File: src/rtl/btn_debouncer_if.sv
// Button bus between the board pads (master side) and the debouncer (slave side).
// Carries the raw pad levels in and the debounced level/pulse vectors out.
interface btn_debouncer_if #(
    parameter int N_BTN = 4
);
    logic [N_BTN-1:0] btn_raw_i;
    logic [N_BTN-1:0] btn_level_o;
    logic [N_BTN-1:0] btn_pulse_o;

    modport master (
        output btn_raw_i,
        input  btn_level_o,
        input  btn_pulse_o
    );

    modport slave (
        input  btn_raw_i,
        output btn_level_o,
        output btn_pulse_o
    );
endinterface

File: src/rtl/btn_debouncer.sv
// Push-button conditioner: two-flop synchronizer plus a per-button debounce FSM giving a
// clean level and a one-cycle press pulse. Define BTN_AUTOREPEAT_EN to add hold-to-repeat pulses.
module btn_debouncer #(
    parameter int N_BTN         = 4,
    parameter int DB_CYCLES     = 1_000_000,
    parameter int REPEAT_DELAY  = 50_000_000,
    parameter int REPEAT_PERIOD = 10_000_000
) (
    input  logic           clk_i,
    input  logic           rst_i,
    btn_debouncer_if.slave bus
);

    localparam int              CNT_W    = $clog2(DB_CYCLES);
    localparam logic [CNT_W-1:0] CNT_LAST = CNT_W'(DB_CYCLES - 1);

`ifdef BTN_AUTOREPEAT_EN
    localparam int              REP_MAX    = (REPEAT_DELAY > REPEAT_PERIOD) ? REPEAT_DELAY : REPEAT_PERIOD;
    localparam int              REP_W      = (REP_MAX > 1) ? $clog2(REP_MAX) : 1;
    localparam logic [REP_W-1:0] DELAY_LAST  = REP_W'(REPEAT_DELAY - 1);
    localparam logic [REP_W-1:0] PERIOD_LAST = REP_W'(REPEAT_PERIOD - 1);
`endif

    if (DB_CYCLES < 2 || REPEAT_DELAY < 1 || REPEAT_PERIOD < 1) begin : g_bad_param
        $error("btn_debouncer: DB_CYCLES must be >= 2 and REPEAT_* must be >= 1");
    end

    typedef enum logic [1:0] {
        IDLE,
        PRESS_CHK,
        HELD,
        REL_CHK
    } state_t;

    logic [N_BTN-1:0] s1;
    logic [N_BTN-1:0] s2;

    // NOTE: sequential state uses non-blocking assignments so every flop samples pre-edge values.
    always_ff @(posedge clk_i or posedge rst_i) begin
        if (rst_i) begin
            s1 <= '0;
            s2 <= '0;
        end else begin
            s1 <= bus.btn_raw_i;
            s2 <= s1;
        end
    end

    wire [N_BTN-1:0] level_vec;
    wire [N_BTN-1:0] pulse_vec;

    for (genvar i = 0; i < N_BTN; i++) begin : g_btn
        state_t           state_q, state_d;
        logic [CNT_W-1:0] cnt_q, cnt_d;
        logic             level_q, level_d;
        logic             pulse_q, pulse_d;
`ifdef BTN_AUTOREPEAT_EN
        // rep_q marks that the first (long) repeat interval has already elapsed.
        logic [REP_W-1:0] rcnt_q, rcnt_d;
        logic             rep_q, rep_d;
`endif

        always_ff @(posedge clk_i or posedge rst_i) begin
            if (rst_i) begin
                state_q <= IDLE;
                cnt_q   <= '0;
                level_q <= 1'b0;
                pulse_q <= 1'b0;
`ifdef BTN_AUTOREPEAT_EN
                rcnt_q  <= '0;
                rep_q   <= 1'b0;
`endif
            end else begin
                state_q <= state_d;
                cnt_q   <= cnt_d;
                level_q <= level_d;
                pulse_q <= pulse_d;
`ifdef BTN_AUTOREPEAT_EN
                rcnt_q  <= rcnt_d;
                rep_q   <= rep_d;
`endif
            end
        end

        // NOTE: every combinational output is defaulted first so no path can infer a latch.
        always_comb begin
            state_d = state_q;
            cnt_d   = cnt_q;
            level_d = level_q;
            pulse_d = 1'b0;
`ifdef BTN_AUTOREPEAT_EN
            rcnt_d  = rcnt_q;
            rep_d   = rep_q;
`endif
            unique case (state_q)
                IDLE: begin
                    if (s2[i]) begin
                        state_d = PRESS_CHK;
                        cnt_d   = '0;
                    end
                end
                PRESS_CHK: begin
                    if (!s2[i]) begin
                        state_d = IDLE;
                    end else if (cnt_q == CNT_LAST) begin
                        state_d = HELD;
                        level_d = 1'b1;
                        pulse_d = 1'b1;
`ifdef BTN_AUTOREPEAT_EN
                        rcnt_d  = '0;
                        rep_d   = 1'b0;
`endif
                    end else begin
                        cnt_d = cnt_q + 1'b1;
                    end
                end
                HELD: begin
                    if (!s2[i]) begin
                        state_d = REL_CHK;
                        cnt_d   = '0;
                    end
`ifdef BTN_AUTOREPEAT_EN
                    else if (rcnt_q == (rep_q ? PERIOD_LAST : DELAY_LAST)) begin
                        pulse_d = 1'b1;
                        rcnt_d  = '0;
                        rep_d   = 1'b1;
                    end else begin
                        rcnt_d = rcnt_q + 1'b1;
                    end
`endif
                end
                REL_CHK: begin
                    // The repeat counter is left untouched here, so a bounce back to HELD resumes it.
                    if (s2[i]) begin
                        state_d = HELD;
                    end else if (cnt_q == CNT_LAST) begin
                        state_d = IDLE;
                        level_d = 1'b0;
`ifdef BTN_AUTOREPEAT_EN
                        rcnt_d  = '0;
                        rep_d   = 1'b0;
`endif
                    end else begin
                        cnt_d = cnt_q + 1'b1;
                    end
                end
                default: begin
                    state_d = IDLE;
                end
            endcase
        end

        assign level_vec[i] = level_q;
        assign pulse_vec[i] = pulse_q;
    end

    assign bus.btn_level_o = level_vec;
    assign bus.btn_pulse_o = pulse_vec;

endmodule

File: src/flat_wrapper.sv
// flat-port wrapper written by rule: the top's interface ports become plain ports
module btn_debouncer_flat 
#(
    parameter int N_BTN         = 4,
    parameter int DB_CYCLES     = 1_000_000,
    parameter int REPEAT_DELAY  = 50_000_000,
    parameter int REPEAT_PERIOD = 10_000_000
)
  (clk_i, rst_i, bus_btn_raw_i, bus_btn_level_o, bus_btn_pulse_o);
  btn_debouncer_if #(.N_BTN(N_BTN)) bus_i ();
  input  logic clk_i;
  input  logic rst_i;
  input wire logic [$bits(bus_i.btn_raw_i)-1:0] bus_btn_raw_i;
  output wire logic [$bits(bus_i.btn_level_o)-1:0] bus_btn_level_o;
  output wire logic [$bits(bus_i.btn_pulse_o)-1:0] bus_btn_pulse_o;
  assign bus_i.btn_raw_i = bus_btn_raw_i;
  assign bus_btn_level_o = bus_i.btn_level_o;
  assign bus_btn_pulse_o = bus_i.btn_pulse_o;
  btn_debouncer #(.N_BTN(N_BTN), .DB_CYCLES(DB_CYCLES), .REPEAT_DELAY(REPEAT_DELAY), .REPEAT_PERIOD(REPEAT_PERIOD)) u_core (.clk_i(clk_i), .rst_i(rst_i), .bus(bus_i));
endmodule
File: config.mk
export PLATFORM = sky130hd
export DESIGN_NAME = btn_debouncer_flat
export DESIGN_NICKNAME = d
export VERILOG_FILES = /design/src/rtl/btn_debouncer_if.sv /design/src/rtl/btn_debouncer.sv /design/src/flat_wrapper.sv
export SDC_FILE = /design/constraint.sdc
export NUM_CORES = 1
export LEC_CHECK = 0
export CAP_MARGIN = 5
export CORE_AREA = 2 2 129 131
export DETAILED_ROUTE_END_ITERATION = 8
export DIE_AREA = 0 0 131 133
export PLACE_DENSITY = 0.53
export SYNTH_ARGS = -nofsm -noshare
export SYNTH_HDL_FRONTEND = slang
export SYNTH_SLANG_ARGS = --single-unit
File: constraint.sdc
create_clock -name clk_i -period 3.9 [get_ports clk_i]
set_input_delay 0.585 -clock clk_i [delete_from_list [all_inputs] [get_ports clk_i]]
set_output_delay 0.585 -clock clk_i [all_outputs]
set_load 0.01 [all_outputs]
==> impl_metrics.tcl, run 1 <==
set metrics [dict create \
    status "finished, final reports clean" \
    critPathArrivalTime_ns 2.45 \
    r2r_end "u_core.g_btn[2].cnt_q[0]$_DFFE_PP0P_" \
    synthToLayoutAreaGrowth_pct 10.6 \
    vias 4360 \
    cts_max_level 3 \
    ctsLongestPathBuffers 2 \
    ff2ff_setup_slack_ns 1.69 \
    fmax_mhz 452 \
    yosysSeqAreaShare_pct 46.9 \
    first_global_vias 4269 \
    cts_hold_buf 0 \
    finClkSkew_ns 0.00988 \
    dp.cells 796 \
    holdPathEnd "u_core.s2[0]$_DFF_PP0_" \
    ctsResizeCount 0 \
    drive_gt1_share_pct 6.45 \
    nets 597 \
    remaining_drc_errors 0 \
    finalSetupViolCount 0 \
    drt_pre_antenna_iters 4 \
    viasPerCell 5.39 \
    drv_slew 0 \
    tightest_slew_ns 1.00 \
    cts_setup_buffers 0 \
    die_h_microns 133 \
    die_width_microns 131 \
    place_hpwl_microns 7960 \
    p_leak_nw 2.58 \
    relSlewSlack_pct 32.9 \
    grt_setup_unrepaired "false" \
    postSynth.asyncResetShare_pct 100 \
    netlist_instances 592 \
    place_congestion 0.791 \
    startpoint_type "flop" \
    start_util_pct 34.3 \
    final.min_clock_period_ns 2.21 \
    cts_made_buffers 9 \
    power_density_nw_per_um2 362 \
    clock-sinks 104 \
    grt_max_degree 61 \
    finalSetupTns_ns 0 \
    finalHoldViolCount 0 \
    r2r_cells 5 \
    root_buffer "clkbuf_16" \
    n_antenna_cell 0 \
    ys_ff_latch 104 \
    tritoncts "built" \
    whs_path_depth 0 \
    routed_wl_microns 11700 \
    cp_max_fo 9 \
    synth_top_flop_cell "dfrtp_1" \
    ir_worst_vdd_uv 219 \
    grt_pass1_wl_microns 20600 \
    num_rows 47 \
    min_from "u_core.s1[0]$_DFF_PP0_" \
    antenna_found_initial 0 \
    antenna_left 0 \
    clk_latency_ns 0.35 \
    drt-initial-drc-count 329 \
    power_mw 2.23 \
    fin_cells 809 \
    ys.warnings.count 0 \
    r2r-start "u_core.g_btn[2].cnt_q[15]$_DFFE_PP0P_" \
    syn_avg_cell_area_sq_um 9.38 \
    clkTransAtPathRegs_ns 0.07 \
    syn-num-nets 602 \
    grt_overflow 0 \
    boundaryPins 14 \
    cp-end-kind "flop" \
    hold_path_class "reg2reg" \
    ys_types 56 \
    netlist_area_sq_um 5550 \
    fin_crit_sh_pct 56.7 \
    cap_violations 0 \
    critPathKind "reg2reg" \
    fp.coreArea_sq_um 16200 \
    detail_route.wl_per_cell_microns 14.5 \
    numPortBuffers 13 \
    synth_edf_count 0 \
    post-route-util_pct 38.0 \
    grt_usage_pct 14.5 \
    dieArea_sq_um 17400 \
    crit_required_ns 4.14 \
]
state kept, by name, summed over array words and instances (netlist names), named ones only:
| register | flops |
|---|---|
| u_core.g_btn.level_q | 4 |
| u_core.s1 | 4 |
| u_core.g_btn.state_q | 4 |
| u_core.s2 | 4 |
| u_core.g_btn.cnt_q | 80 |
| u_core.g_btn.pulse_q | 4 |
cells in the final DEF, fill, tap and decap left out, types with 8 or more instances in the layout:
| cell type | Yosys | layout |
|---|---|---|
| a22o_1 | 13 | 13 |
| nand4_1 | 21 | 21 |
| or3_1 | 12 | 12 |
| and4_1 | 9 | 9 |
| nand3_1 | 46 | 46 |
| inv_1 | 19 | 18 |
| dfrtp_1 | 104 | 104 |
| o211ai_1 | 15 | 15 |
| nor4_1 | 11 | 11 |
| nor2_1 | 50 | 50 |
| and3_1 | 9 | 9 |
| xnor2_1 | 12 | 11 |
| nor3_1 | 14 | 14 |
| xor2_1 | 19 | 19 |
| a21oi_1 | 21 | 21 |
| clkbuf_16 | 0 | 9 |
| clkdlybuf4s50_1 | 0 | 13 |
| o21ai_0 | 35 | 35 |
| nand2_1 | 69 | 69 |
| or4_1 | 8 | 8 |
worst max-delay path by stage:
stage | startpoint | end | slack (ns) | cells after the start
2_1_floorplan | rst_i | async pin | 0.58 | 1
3_3_place_gp | u_core.g_btn[2].cnt_q[15]$_DFFE_PP0P_ | u_core.g_btn[2].cnt_q[0]$_DFFE_PP0P_ | 1.73 | 5
3_5_place_dp | u_core.g_btn[1].cnt_q[0]$_DFFE_PP0P_ | u_core.g_btn[1].cnt_q[0]$_DFFE_PP0P_ | 1.69 | 6
4_1_cts | u_core.g_btn[1].cnt_q[0]$_DFFE_PP0P_ | u_core.g_btn[1].cnt_q[0]$_DFFE_PP0P_ | 1.68 | 6
5_1_grt | u_core.g_btn[2].cnt_q[0]$_DFFE_PP0P_ | u_core.g_btn[2].cnt_q[14]$_DFFE_PP0P_ | 1.55 | 6
6_report | u_core.g_btn[2].cnt_q[15]$_DFFE_PP0P_ | u_core.g_btn[2].cnt_q[0]$_DFFE_PP0P_ | 1.69 | 5
area by class of cell:
type | instances | area [sq um]
repair buffers | 18 | 168
clock inverters | 3 | 68.8
multi-input cells | 435 | 2720
clock buffers | 10 | 239
inverters | 19 | 73.8
well taps | 220 | 275
fillers | 1605 | 10000
flip-flops and latches | 104 | 2600
metrics by stage:
step           hold slack, ns  area (sq um)  worst slack [ns]
6_report                0.362          6140              1.69
2_1_floorplan           0.331          5550             0.583
3_3_place_gp            0.333          5840              1.73
3_5_place_dp            0.348          5840              1.69
4_1_cts                 0.365          6140              1.68
5_1_grt                 0.374          6140              1.55
where the power goes:
group	internal, mW	switching (mW)
combinational	0.0407	0.0732
sequential	1.11	0.0454
clock	0.571	0.390
per-layer routing:
metal	vias up	routed length, microns	track usage [%]	part of all wire (%)
li1	2137	-	-	-
met1	2152	5630	19.5	48
met2	58	5570	23.0	47
met3	13	388	3.60	3.3
met4	0	161	4.43	1.4
met5	-	0	0	0
synthesized netlist by cell type, drive strengths merged, types with 12 or more instances:
master	count	area [sq um]
dfrtp	104	2600
nand2	70	265
nor2	50	188
nand3	46	230
o21ai	35	175
a21oi	21	105
clkbuf	21	80.1
nand4	21	131
inv	19	71.3
xor2	19	166
nor4	17	170
nor3	15	80.1
o211ai	15	113
a22o	13	114
buf	13	90.1
or3	12	75.1
xnor2	12	105
cells by family after synthesis:
logic type                 share of synthesized area (%)
DFF                                                 46.9
and+or+nand+nor                                     28.4
xor gates and xnor gates                            4.89
adders and majority gates                          0.901
buffers and inverters                               4.35
muxes                                               2.30
AOI/OAI and AO/OA                                   12.3
worst max-delay path, cell delays in order, from the launching register on:
cell     delay [ns]
dfrtp_1        0.40
or4_4          0.55
nor4_4         0.25
and3_1         0.38
mux2_1         0.35
a22o_1         0.17
(Power assumes the default switching activity.)
==> run 2, diff against run 1 <==
- clock period: 3.9 -> 2.2 ns (I/O delays scaled with it)
==> run 2 against run 1 <==
Effect of this change: final area is 2.9% higher; sequential share of layout area is 1.2 points lower; routed wire length is 2.3% higher; setup slack worse by 1.5 ns; final cell count is 3.1% higher; flip-flop and latch count stayed put; via count is 1.8% higher; clock power is 69% higher; register-to-register slack worse by 1.5 ns; die area stayed put; clock-buffer cell count stayed put; critical path type unchanged; largest cell class unchanged.
==> impl_metrics.tcl, run 2 (synthesized netlist as in run 1, its figures left out) <==
set metrics [dict create \
    viasPerCell 5.32 \
    power_mw 3.88 \
    grt_setup_unrepaired "false" \
    tightest_slew_ns 0.681 \
    start_util_pct 34.3 \
    fin_crit_sh_pct 93.6 \
    status "finished, final reports clean" \
    hold_path_class "in2async" \
    cts_made_buffers 9 \
    ff2ff_setup_slack_ns 0.14 \
    cp_max_fo 4 \
    finalSetupViolCount 0 \
    clock-sinks 104 \
    cp_cell_sequence "or4_4, nor4_4, and3_1, mux2_1, a22o_1" \
    remaining_drc_errors 0 \
    finalHoldViolCount 0 \
    numPortBuffers 13 \
    grt_max_degree 69 \
    tritoncts "built" \
    routed_wl_microns 12000 \
    drv_slew 0 \
    crit_required_ns 2.44 \
    synthToLayoutAreaGrowth_pct 13.8 \
    critPathKind "reg2reg" \
    grt_usage_pct 14.8 \
    stdcell_area_sq_um 6320 \
    dpl_cell_area_sq_um 6010 \
    clk_latency_ns 0.35 \
    dp_worst_setup_slack_ns 0.108 \
    ir_worst_vdd_uv 364 \
    p_leak_nw 2.69 \
    drt_pre_antenna_iters 4 \
    boundaryPins 14 \
    finalSetupTns_ns 0 \
    top_register "u_core.g_btn.cnt_q" \
    drive_gt1_share_pct 10.4 \
    nets 619 \
    cap_violations 0 \
    dieArea_sq_um 17400 \
    fmax_mhz 486 \
    drt-initial-drc-count 385 \
    setup_ws_ns 0.142 \
    detail_route.wl_per_cell_microns 14.4 \
    critPathArrivalTime_ns 2.30 \
    layout.cells.most_common "dfrtp_1" \
    root_buffer "clkbuf_16" \
    finClkSkew_ns 0.00519 \
    fp.coreArea_sq_um 16200 \
    die_h_microns 133 \
    cp_slowest_cell "or4_4" \
    r2r-start "u_core.g_btn[2].cnt_q[15]$_DFFE_PP0P_" \
    first_global_vias 4224 \
    antenna_left 0 \
    startpoint_type "flop" \
    most-common-layout-cells "dfrtp_1 (103), nand2_1 (69), nor2_1 (50)" \
    ctsLongestPathBuffers 2 \
    vias 4440 \
    clkTransAtPathRegs_ns 0.07 \
    slowest_delay_ns 0.55 \
    place_congestion 0.829 \
    cts_max_level 3 \
    relSlewSlack_pct 54.6 \
    num_rows 47 \
    final.min_clock_period_ns 2.06 \
    grt_pass1_wl_microns 20800 \
    place_hpwl_microns 8090 \
    n_antenna_cell 0 \
    die_width_microns 131 \
    largest_register_ffs 80 \
    grt_overflow 0 \
    r2r_cells 5 \
    cp-end-kind "flop" \
    r2r_end "u_core.g_btn[2].cnt_q[0]$_DFFE_PP0P_" \
    antenna_found_initial 0 \
    power_density_nw_per_um2 613 \
    holdWs_ns 0.274 \
]
[run 2: cell types whose count changed in the layout (fill, tap and decap cells not counted), moves of 2 or more]
| cell | change |
|---|---|
| buf_12 | +2 |
| buf_4 | +20 |
| clkinv_2 | +3 |
| clkinvlp_4 | +3 |
[run 2: timing repair]
item                                    in CTS  in global routing
endpoints found under the setup margin       0                  3
hold buffers                                 0                  0
buffers inserted                             0                  2
resized for setup                            0                  2
[run 2: cell type report]
| class | instances | area (sq um) |
|---|---|---|
| Sequential cell | 104 | 2600 |
| Clock inverter | 6 | 60.1 |
| Tap cell | 220 | 275 |
| Inverter | 19 | 75.1 |
| Fill cell | 1595 | 9850 |
| Multi-Input combinational cell | 435 | 2720 |
| Timing Repair Buffer | 40 | 358 |
| Clock buffer | 10 | 229 |
[run 2: layer usage]
layer  routed length [microns]  global-route usage, %
met5                         0                      0
met4                       174                   5.67
met3                       299                   2.55
met2                      5560                   22.6
met1                      5980                   20.8
[run 2: worst max path at each step]
stage                                          start                              endpoint  slack (ns)
2_1_floorplan  u_core.g_btn[2].cnt_q[15]$_DFFE_PP0P_  u_core.g_btn[2].cnt_q[0]$_DFFE_PP0P_        0.14
3_3_place_gp   u_core.g_btn[2].cnt_q[15]$_DFFE_PP0P_  u_core.g_btn[2].cnt_q[0]$_DFFE_PP0P_        0.17
3_5_place_dp    u_core.g_btn[1].cnt_q[0]$_DFFE_PP0P_  u_core.g_btn[1].cnt_q[0]$_DFFE_PP0P_        0.11
4_1_cts         u_core.g_btn[1].cnt_q[0]$_DFFE_PP0P_  u_core.g_btn[1].cnt_q[0]$_DFFE_PP0P_        0.09
5_1_grt         u_core.g_btn[1].cnt_q[0]$_DFFE_PP0P_  u_core.g_btn[1].cnt_q[0]$_DFFE_PP0P_        0.01
6_report       u_core.g_btn[2].cnt_q[15]$_DFFE_PP0P_  u_core.g_btn[2].cnt_q[0]$_DFFE_PP0P_        0.14
[run 2: worst max-delay path: cells and delay by family, from the launching register on]
kind	cells	cell delay, ns
muxes	1	0.32
AOI/OAI and AO/OA	1	0.18
and+or+nand+nor	3	1.03
DFF	1	0.41
[run 2: through the flow]
| stage | util (%) | std cells |
|---|---|---|
| after floorplan | - | 592 |
| after global placement | 37.2 | 816 |
| after detailed placement | 37.2 | 816 |
| after CTS | 39.0 | 832 |
| after global routing | 39.1 | 834 |
| final | 39.1 | 834 |
[run 2: power breakdown]
part           switching, mW  internal, mW
Clock                  0.737         0.878
Sequential            0.0755          1.96
Combinational          0.139        0.0878
Total                  0.952          2.92
==> run 3, diff against run 2 <==
- SLEW_MARGIN: not set -> 20
==> results of run 3 <==
Final layout, timing and power as in run 2 (identical DEF).
